`config.mk`:
```
export PLATFORM = sky130hd
export DESIGN_NAME = invader_fire_ctrl_flat
export DESIGN_NICKNAME = d
export VERILOG_FILES = /design/src/rtl/invader_fire_ctrl_if.sv /design/src/rtl/invader_fire_ctrl.sv /design/src/flat_wrapper.sv
export SDC_FILE = /design/constraint.sdc
export NUM_CORES = 1
export LEC_CHECK = 0
export CORE_AREA = 4 4 423 425
export DETAILED_ROUTE_END_ITERATION = 6
export DIE_AREA = 0 0 427 429
export DONT_BUFFER_PORTS = 1
export PLACE_DENSITY = 0.3
export SLEW_MARGIN = 20
export SYNTH_ARGS = -nofsm -noshare
export SYNTH_HDL_FRONTEND = slang
export SYNTH_SLANG_ARGS = --single-unit
```
`constraint.sdc`:
```
create_clock -name frame_clk -period 5.1 [get_ports frame_clk]
set_input_delay 1.02 -clock frame_clk [delete_from_list [all_inputs] [get_ports frame_clk]]
set_output_delay 1.02 -clock frame_clk [all_outputs]
set_load 0.05 [all_outputs]
```
`src/rtl/invader_fire_ctrl_if.sv`:
```
// Bundle between the invader grid, the invader shot slots and the fire scheduler.
// The master side is the scheduler: it reads grid/slot state and issues launches.
interface invader_fire_ctrl_if #(
    parameter int unsigned N_SLOTS = 3
);
    logic               Enable;
    logic [9:0]         InvaderX [50];
    logic [9:0]         InvaderY [50];
    logic [49:0]        InvaderOn;
    logic [N_SLOTS-1:0] SlotBusy;
    logic [N_SLOTS-1:0] Launch;
    logic [9:0]         LaunchX;
    logic [9:0]         LaunchY;
    logic [9:0]         LaunchS;
    logic [15:0]        FireCount;

    modport master (
        input  Enable, InvaderX, InvaderY, InvaderOn, SlotBusy,
        output Launch, LaunchX, LaunchY, LaunchS, FireCount
    );

    modport slave (
        output Enable, InvaderX, InvaderY, InvaderOn, SlotBusy,
        input  Launch, LaunchX, LaunchY, LaunchS, FireCount
    );
endinterface

```
`src/rtl/invader_fire_ctrl.sv`:
```
// Invader return-fire scheduler: jittered cooldown, random column pick, bottom-up
// column scan for the lowest live invader, and a one-cycle launch to a free shot slot.
module invader_fire_ctrl #(
    parameter int unsigned N_SLOTS     = 3,
    parameter logic [9:0]  COOLDOWN    = 10'd60,
    parameter logic [5:0]  JITTER_MASK = 6'h1F,
    parameter logic [15:0] SEED        = 16'hACE1
) (
    input  logic                frame_clk,
    input  logic                Reset,
    invader_fire_ctrl_if.master bus
);

    localparam int unsigned SLOT_W   = (N_SLOTS > 1) ? $clog2(N_SLOTS) : 1;
    localparam logic [15:0] SEED_EFF = (SEED == 16'h0000) ? 16'h0001 : SEED;

    typedef enum logic [1:0] {StIdle, StPick, StScan, StFire} state_e;

    state_e              state;
    logic [9:0]          cnt;
    logic [15:0]         lfsr;
    logic [3:0]          col;
    logic [2:0]          row;
    logic [3:0]          tries;
    logic [SLOT_W-1:0]   slot;
    logic [9:0]          launch_x;
    logic [9:0]          launch_y;
    logic [9:0]          launch_s;
    logic [15:0]         fire_count;

    logic [5:0]          idx;
    logic [15:0]         lfsr_next;
    logic [9:0]          reload;
    logic [3:0]          pick_col;
    logic [SLOT_W-1:0]   free_slot;
    logic [9:0]          row_size;
    logic                all_busy;
    logic                fire_ok;

    assign idx       = ({3'b000, row} * 6'd10) + {2'b00, col};
    assign lfsr_next = {lfsr[14:0], lfsr[15] ^ lfsr[13] ^ lfsr[12] ^ lfsr[10]};
    assign reload    = COOLDOWN + {4'b0000, lfsr[9:4] & JITTER_MASK};
    assign pick_col  = (lfsr[3:0] >= 4'd10) ? (lfsr[3:0] - 4'd10) : lfsr[3:0];
    assign all_busy  = &bus.SlotBusy;

    always_comb begin
        free_slot = '0;
        for (int i = int'(N_SLOTS) - 1; i >= 0; i--) begin
            if (!bus.SlotBusy[i]) free_slot = SLOT_W'(i);
        end
    end

    // Bottom rows hold the larger invader sprites.
    always_comb begin
        unique case (row)
            3'd0:       row_size = 10'd8;
            3'd1, 3'd2: row_size = 10'd9;
            default:    row_size = 10'd10;
        endcase
    end

    // Abort the launch if the slot got taken or the shooter died after the latch.
    assign fire_ok = (state == StFire) && bus.Enable && !bus.SlotBusy[slot] && bus.InvaderOn[idx];

    always_comb begin
        bus.Launch = '0;
        if (fire_ok) bus.Launch[slot] = 1'b1;
    end

    assign bus.LaunchX   = launch_x;
    assign bus.LaunchY   = launch_y;
    assign bus.LaunchS   = launch_s;
    assign bus.FireCount = fire_count;

    always_ff @(posedge frame_clk or negedge Reset) begin
        if (!Reset) begin
            state      <= StIdle;
            cnt        <= COOLDOWN;
            lfsr       <= SEED_EFF;
            col        <= 4'd0;
            row        <= 3'd4;
            tries      <= 4'd0;
            slot       <= '0;
            launch_x   <= 10'd0;
            launch_y   <= 10'd0;
            launch_s   <= 10'd0;
            fire_count <= 16'd0;
        end else if (!bus.Enable) begin
            state <= StIdle;
            cnt   <= reload;
        end else begin
            unique case (state)
                StIdle: begin
                    if (cnt != 10'd0) cnt   <= cnt - 10'd1;
                    else              state <= StPick;
                end
                StPick: begin
                    if (!all_busy) begin
                        slot  <= free_slot;
                        col   <= pick_col;
                        row   <= 3'd4;
                        tries <= 4'd0;
                        lfsr  <= lfsr_next;
                        state <= StScan;
                    end
                end
                StScan: begin
                    if (bus.InvaderOn[idx]) begin
                        launch_x <= bus.InvaderX[idx];
                        launch_y <= bus.InvaderY[idx];
                        launch_s <= row_size;
                        state    <= StFire;
                    end else if (row != 3'd0) begin
                        row <= row - 3'd1;
                    end else begin
                        col   <= (col == 4'd9) ? 4'd0 : col + 4'd1;
                        tries <= tries + 4'd1;
                        row   <= 3'd4;
                        // Tenth empty column means the grid is clear.
                        if (tries == 4'd9) begin
                            state <= StIdle;
                            cnt   <= reload;
                        end
                    end
                end
                StFire: begin
                    if (fire_ok) begin
                        fire_count <= fire_count + 16'd1;
                        state      <= StIdle;
                        cnt        <= reload;
                    end else begin
                        row   <= 3'd4;
                        state <= StScan;
                    end
                end
                default: state <= StIdle;
            endcase
        end
    end

endmodule

```
`src/flat_wrapper.sv`:
```
// flat-port wrapper written by rule: the top's interface ports become plain ports
module invader_fire_ctrl_flat 
#(
    parameter int unsigned N_SLOTS     = 3,
    parameter logic [9:0]  COOLDOWN    = 10'd60,
    parameter logic [5:0]  JITTER_MASK = 6'h1F,
    parameter logic [15:0] SEED        = 16'hACE1
)
  (frame_clk, Reset, bus_Enable, bus_InvaderX, bus_InvaderY, bus_InvaderOn, bus_SlotBusy, bus_Launch, bus_LaunchX, bus_LaunchY, bus_LaunchS, bus_FireCount);
  invader_fire_ctrl_if #(.N_SLOTS(N_SLOTS)) bus_i ();
  input  logic frame_clk;
  input  logic Reset;
  input wire logic [$bits(bus_i.Enable)-1:0] bus_Enable;
  input wire logic [$bits(bus_i.InvaderX)-1:0] bus_InvaderX;
  input wire logic [$bits(bus_i.InvaderY)-1:0] bus_InvaderY;
  input wire logic [$bits(bus_i.InvaderOn)-1:0] bus_InvaderOn;
  input wire logic [$bits(bus_i.SlotBusy)-1:0] bus_SlotBusy;
  output wire logic [$bits(bus_i.Launch)-1:0] bus_Launch;
  output wire logic [$bits(bus_i.LaunchX)-1:0] bus_LaunchX;
  output wire logic [$bits(bus_i.LaunchY)-1:0] bus_LaunchY;
  output wire logic [$bits(bus_i.LaunchS)-1:0] bus_LaunchS;
  output wire logic [$bits(bus_i.FireCount)-1:0] bus_FireCount;
  assign bus_i.Enable = bus_Enable;
  assign bus_i.InvaderX = {>>{bus_InvaderX}};
  assign bus_i.InvaderY = {>>{bus_InvaderY}};
  assign bus_i.InvaderOn = bus_InvaderOn;
  assign bus_i.SlotBusy = bus_SlotBusy;
  assign bus_Launch = bus_i.Launch;
  assign bus_LaunchX = bus_i.LaunchX;
  assign bus_LaunchY = bus_i.LaunchY;
  assign bus_LaunchS = bus_i.LaunchS;
  assign bus_FireCount = bus_i.FireCount;
  invader_fire_ctrl #(.N_SLOTS(N_SLOTS), .COOLDOWN(COOLDOWN), .JITTER_MASK(JITTER_MASK), .SEED(SEED)) u_core (.frame_clk(frame_clk), .Reset(Reset), .bus(bus_i));
endmodule
```
==> summary.md <==
| Metric | Value |
|---|---|
| Fill count | approximately 20000 |
| Slew Limit Fails | 0 |
| Number of flops mapped to enable cells by yosys | 0 |
| FF+latch count, synth | 80 |
| Synth Cell Area | around 13000 sq um |
| Power Dens Cells | 283 nW/um^2 |
| Die area | 183000 sq um |
| # hold bufs at CTS | 0 |
| FFs w/ async S/R, synth | 1.00 |
| Final Total Pwr | about 0.0046 W |
| Outcome | finished, final reports clean |
| CP startpoint kind | register |
| Final setup violation count | 0 |
| Largest net degree at the start of global routing | 95 |
| Most used DFF post-synth | dfrtp_1 |
| IO Port Bufs | 0 |
| Multi-input logic area | 10200 sq um |
| Num rows | 154 |
| Die Span X | about 430 um |
| Clock transition at path regs | approximately 0.10 ns |
| Synth Area in Simple Gates | 0.0939 |
| Tcrit/Tclk final | 0.967 |
| Largest stage delay, worst path | 0.84 ns |
| MaxCap Viol Count | 0 |
| Cell variety after synth | 65 |
| TritonCTS Buffers | 9 |
| Worst Skew | ~0.023 ns |
| Worst path most repeated cell | buf_4 |
| Top cell type's share of synthesized area | 0.468 |
| Clock tree sinks | 80 |
| Drt first pass iters | 5 |
| NumNets Final | 2130 |
| Overflow after GRT | 0 |
| Combinational family with the most area after synthesis | multiplexers |
| Compound-Gate Fraction of Synth Area | 0.101 |
| Sequential cell area | 2020 sq um |
| Peak Freq | 203 MHz |
| Syn Inst Count | 1095 |
| Number of vias per cell | 3.38 |
| Most common cell in the synthesized netlist | mux4_2 |
| Via total after detailed routing | 11600 |
| CP Buf/Inv Count | 4 |
| H-tree Lvls | 3 |
| WP data arrival | 3.91 ns |
| CTS tree | built |
| Cell family with most CP delay | adder cells |
| Vias in the first global route | between 10000 and 15000 |
| Worst setup path class | register to output port |
| Crit-path max FO | 9 |
| Initial core utilization | 0.0725 |
| HP Class | input pin to asynchronous set/reset pin |
| Die H | 429 um |
| All-Layer GR Usage | 0.122 |
| Fraction of layout cells with a size suffix above 1 | 0.387 |
| Worst slew pin tran | just under 1 ns |
| Post-synthesis mux area share | 0.559 |
| Setup tns final | 0 ns |
| Critical Path RT | between 4 and 5 ns |
| Synth top cells by count | mux4_2, nand2_1, mux2i_1, dfrtp_1, clkbuf_1 |
| DR WL/cell | 34.0 um |
| Root Driver | clkbuf_16 |
| Area growth from synthesis to layout | 27.6% |
| Final HPWL DP | 105000 um |
| Synth Area in XOR/XNOR | 0.0158 |
| Final wirelength | 117000 um |
| LEAKAGE | 4.50 nW |
| Largest vdd supply drop | 0.173 mV |
| Hold Fails Final Rpt | 0 |
| Largest area contributor in the netlist | mux4_2 |
| Seq/Total Area, Yosys | 0.159 |
| Warning count from the yosys run | 0 |
| Gpl congestion | around 1.1 |
| CP endpoint kind | output port |
| Crit-path slowest cell | fa_4 |
| CP Cell Sequence | ha_4 -> fa_4 -> clkinvlp_4 -> or3_1 -> a41o_1 -> a311oi_4 -> buf_4 -> nor3_2 -> buf_4 -> and3_1 -> buf_12 |
| RSZ-0062 raised after global routing | no |
| Antenna viol nets, final | 0 |
| # IOs | 1105 |
| Global-route wire length before repair | 143000 um |
| Starting DRT DRC Count | 882 |
| Clock period minus worst slack | between 4 and 5 ns |
| Antenna violations before repair | ~130 |
| Core Area | 175000 sq um |
| Area contributors post-synth | mux4_2, dfrtp_1, mux2i_1 |
| Clk buf depth | 2 |
| DRC Markers | 0 |
| Relative slew slack | 0.334 |
| Synth Area per Inst | 11.6 sq um |
| Skew-Pair Late Insertion Delay | 0.38 ns |
| Synth Area in Adders | 0.0193 |
==> final timing paths <==
path,cells after the start,slack (ns),startpoint,endpoint
max reg2reg,12,0.79,u_core.row[0]$_DFFE_PN0P_,u_core.row[0]$_DFFE_PN0P_
max,11,0.17,u_core.row[0]$_DFFE_PN0P_,bus_Launch[2]
min in group frame_clk,2,0.49,u_core.lfsr[9]$_DFFE_PN0P_,u_core.lfsr[9]$_DFFE_PN0P_
min,0,0.32,Reset,u_core.bus.LaunchX[3]$_DFFE_PN0P_
max in group asynchronous,0,4.54,Reset,u_core.lfsr[13]$_DFFE_PN1P_
min reg2reg,2,0.49,u_core.lfsr[9]$_DFFE_PN0P_,u_core.lfsr[9]$_DFFE_PN0P_
==> metal layers <==
metal / part of all wire / global-route usage
met1: 0.41 / 0.150
met5: 0.0039 / 0
met3: 0.084 / 0.0476
met4: 0.031 / 0.0321
met2: 0.47 / 0.198
==> cells by family after synthesis <==
group                    after synthesis
multiplexers                         373
AND/OR/NAND/NOR                      261
AO/OA/AOI/OAI                        185
buffers and inverters                153
flip-flops                            80
XOR/XNOR                              23
adder cells (fa/ha/maj)               19
other                                  1
==> registers in the layout, summed over array words and instances, names as in the netlist <==
register,cells
u_core.bus.FireCount,16
u_core.bus.LaunchS,3
u_core.bus.LaunchX,10
u_core.bus.LaunchY,10
u_core.cnt,10
u_core.col,4
u_core.lfsr,16
u_core.row,3
u_core.slot,2
u_core.state,2
u_core.tries,4
==> where the power goes <==
group | leakage (nW) | switching (W) | total [W] | internal, W
logic | 3.34 | 0.00175 | 0.00276 | 0.00101
clock network | 0.156 | 0.000381 | 0.000784 | 0.000404
registers | 1.00 | 0.000320 | 0.00104 | 0.000723
==> through the flow <==
step | setup WS [ns] | std cells | hold slack (ns) | utilization | instance area, sq um
after floorplan | 0.148 | 1101 | 0.446 | - | 12700
after global placement | 0.492 | 3382 | 0.473 | 0.0900 | 15800
after detailed placement | 0.499 | 3382 | 0.482 | 0.0900 | 15800
after CTS | 0.0508 | 3398 | 0.278 | 0.0917 | 16100
after global routing | 0.0293 | 3423 | 0.282 | 0.0922 | 16200
final | 0.166 | 3448 | 0.323 | 0.0925 | 16200
==> layout by cell type, fill, tap and decap left out, types with 5 or more instances in the layout <==
cell type / n
a221oi_1: 12
nor2b_1: 5
xnor2_1: 10
nor2_1: 41
o211ai_1: 12
dfstp_2: 13
a211o_1: 6
o22ai_1: 24
conb_1: 7
inv_1: 34
nand2_1: 115
dfrtp_1: 66
diode_2: 48
a211oi_1: 9
a31o_2: 5
mux2i_1: 84
mux2_2: 22
o21ai_0: 21
a31oi_1: 5
ha_1: 17
clkbuf_16: 9
nand3_1: 22
a221o_1: 5
nor4_1: 6
xor2_1: 11
buf_4: 54
nor3_1: 33
mux4_2: 264
a21oi_1: 53
buf_12: 7
nand4_1: 13
==> what timing repair did <==
action / 4_1_cts / 5_1_grt
setup endpoints to repair: 0 / 1
resized for setup: 0 / 1
hold endpoints to repair: 0 / 0
buffers inserted: 0 / 2
==> layout make-up <==
type | count | area share
multi-input cells | 868 | 0.626
well taps | 2340 | 0.180
diodes | 48 | 0.00740
flip-flops and latches | 80 | 0.125
repair buffers | 61 | 0.0336
clock buffers | 10 | 0.0147
clock inverters | 6 | 0.00447
inverters | 35 | 0.00833
Note: power is estimated with default switching activity, not from simulation.
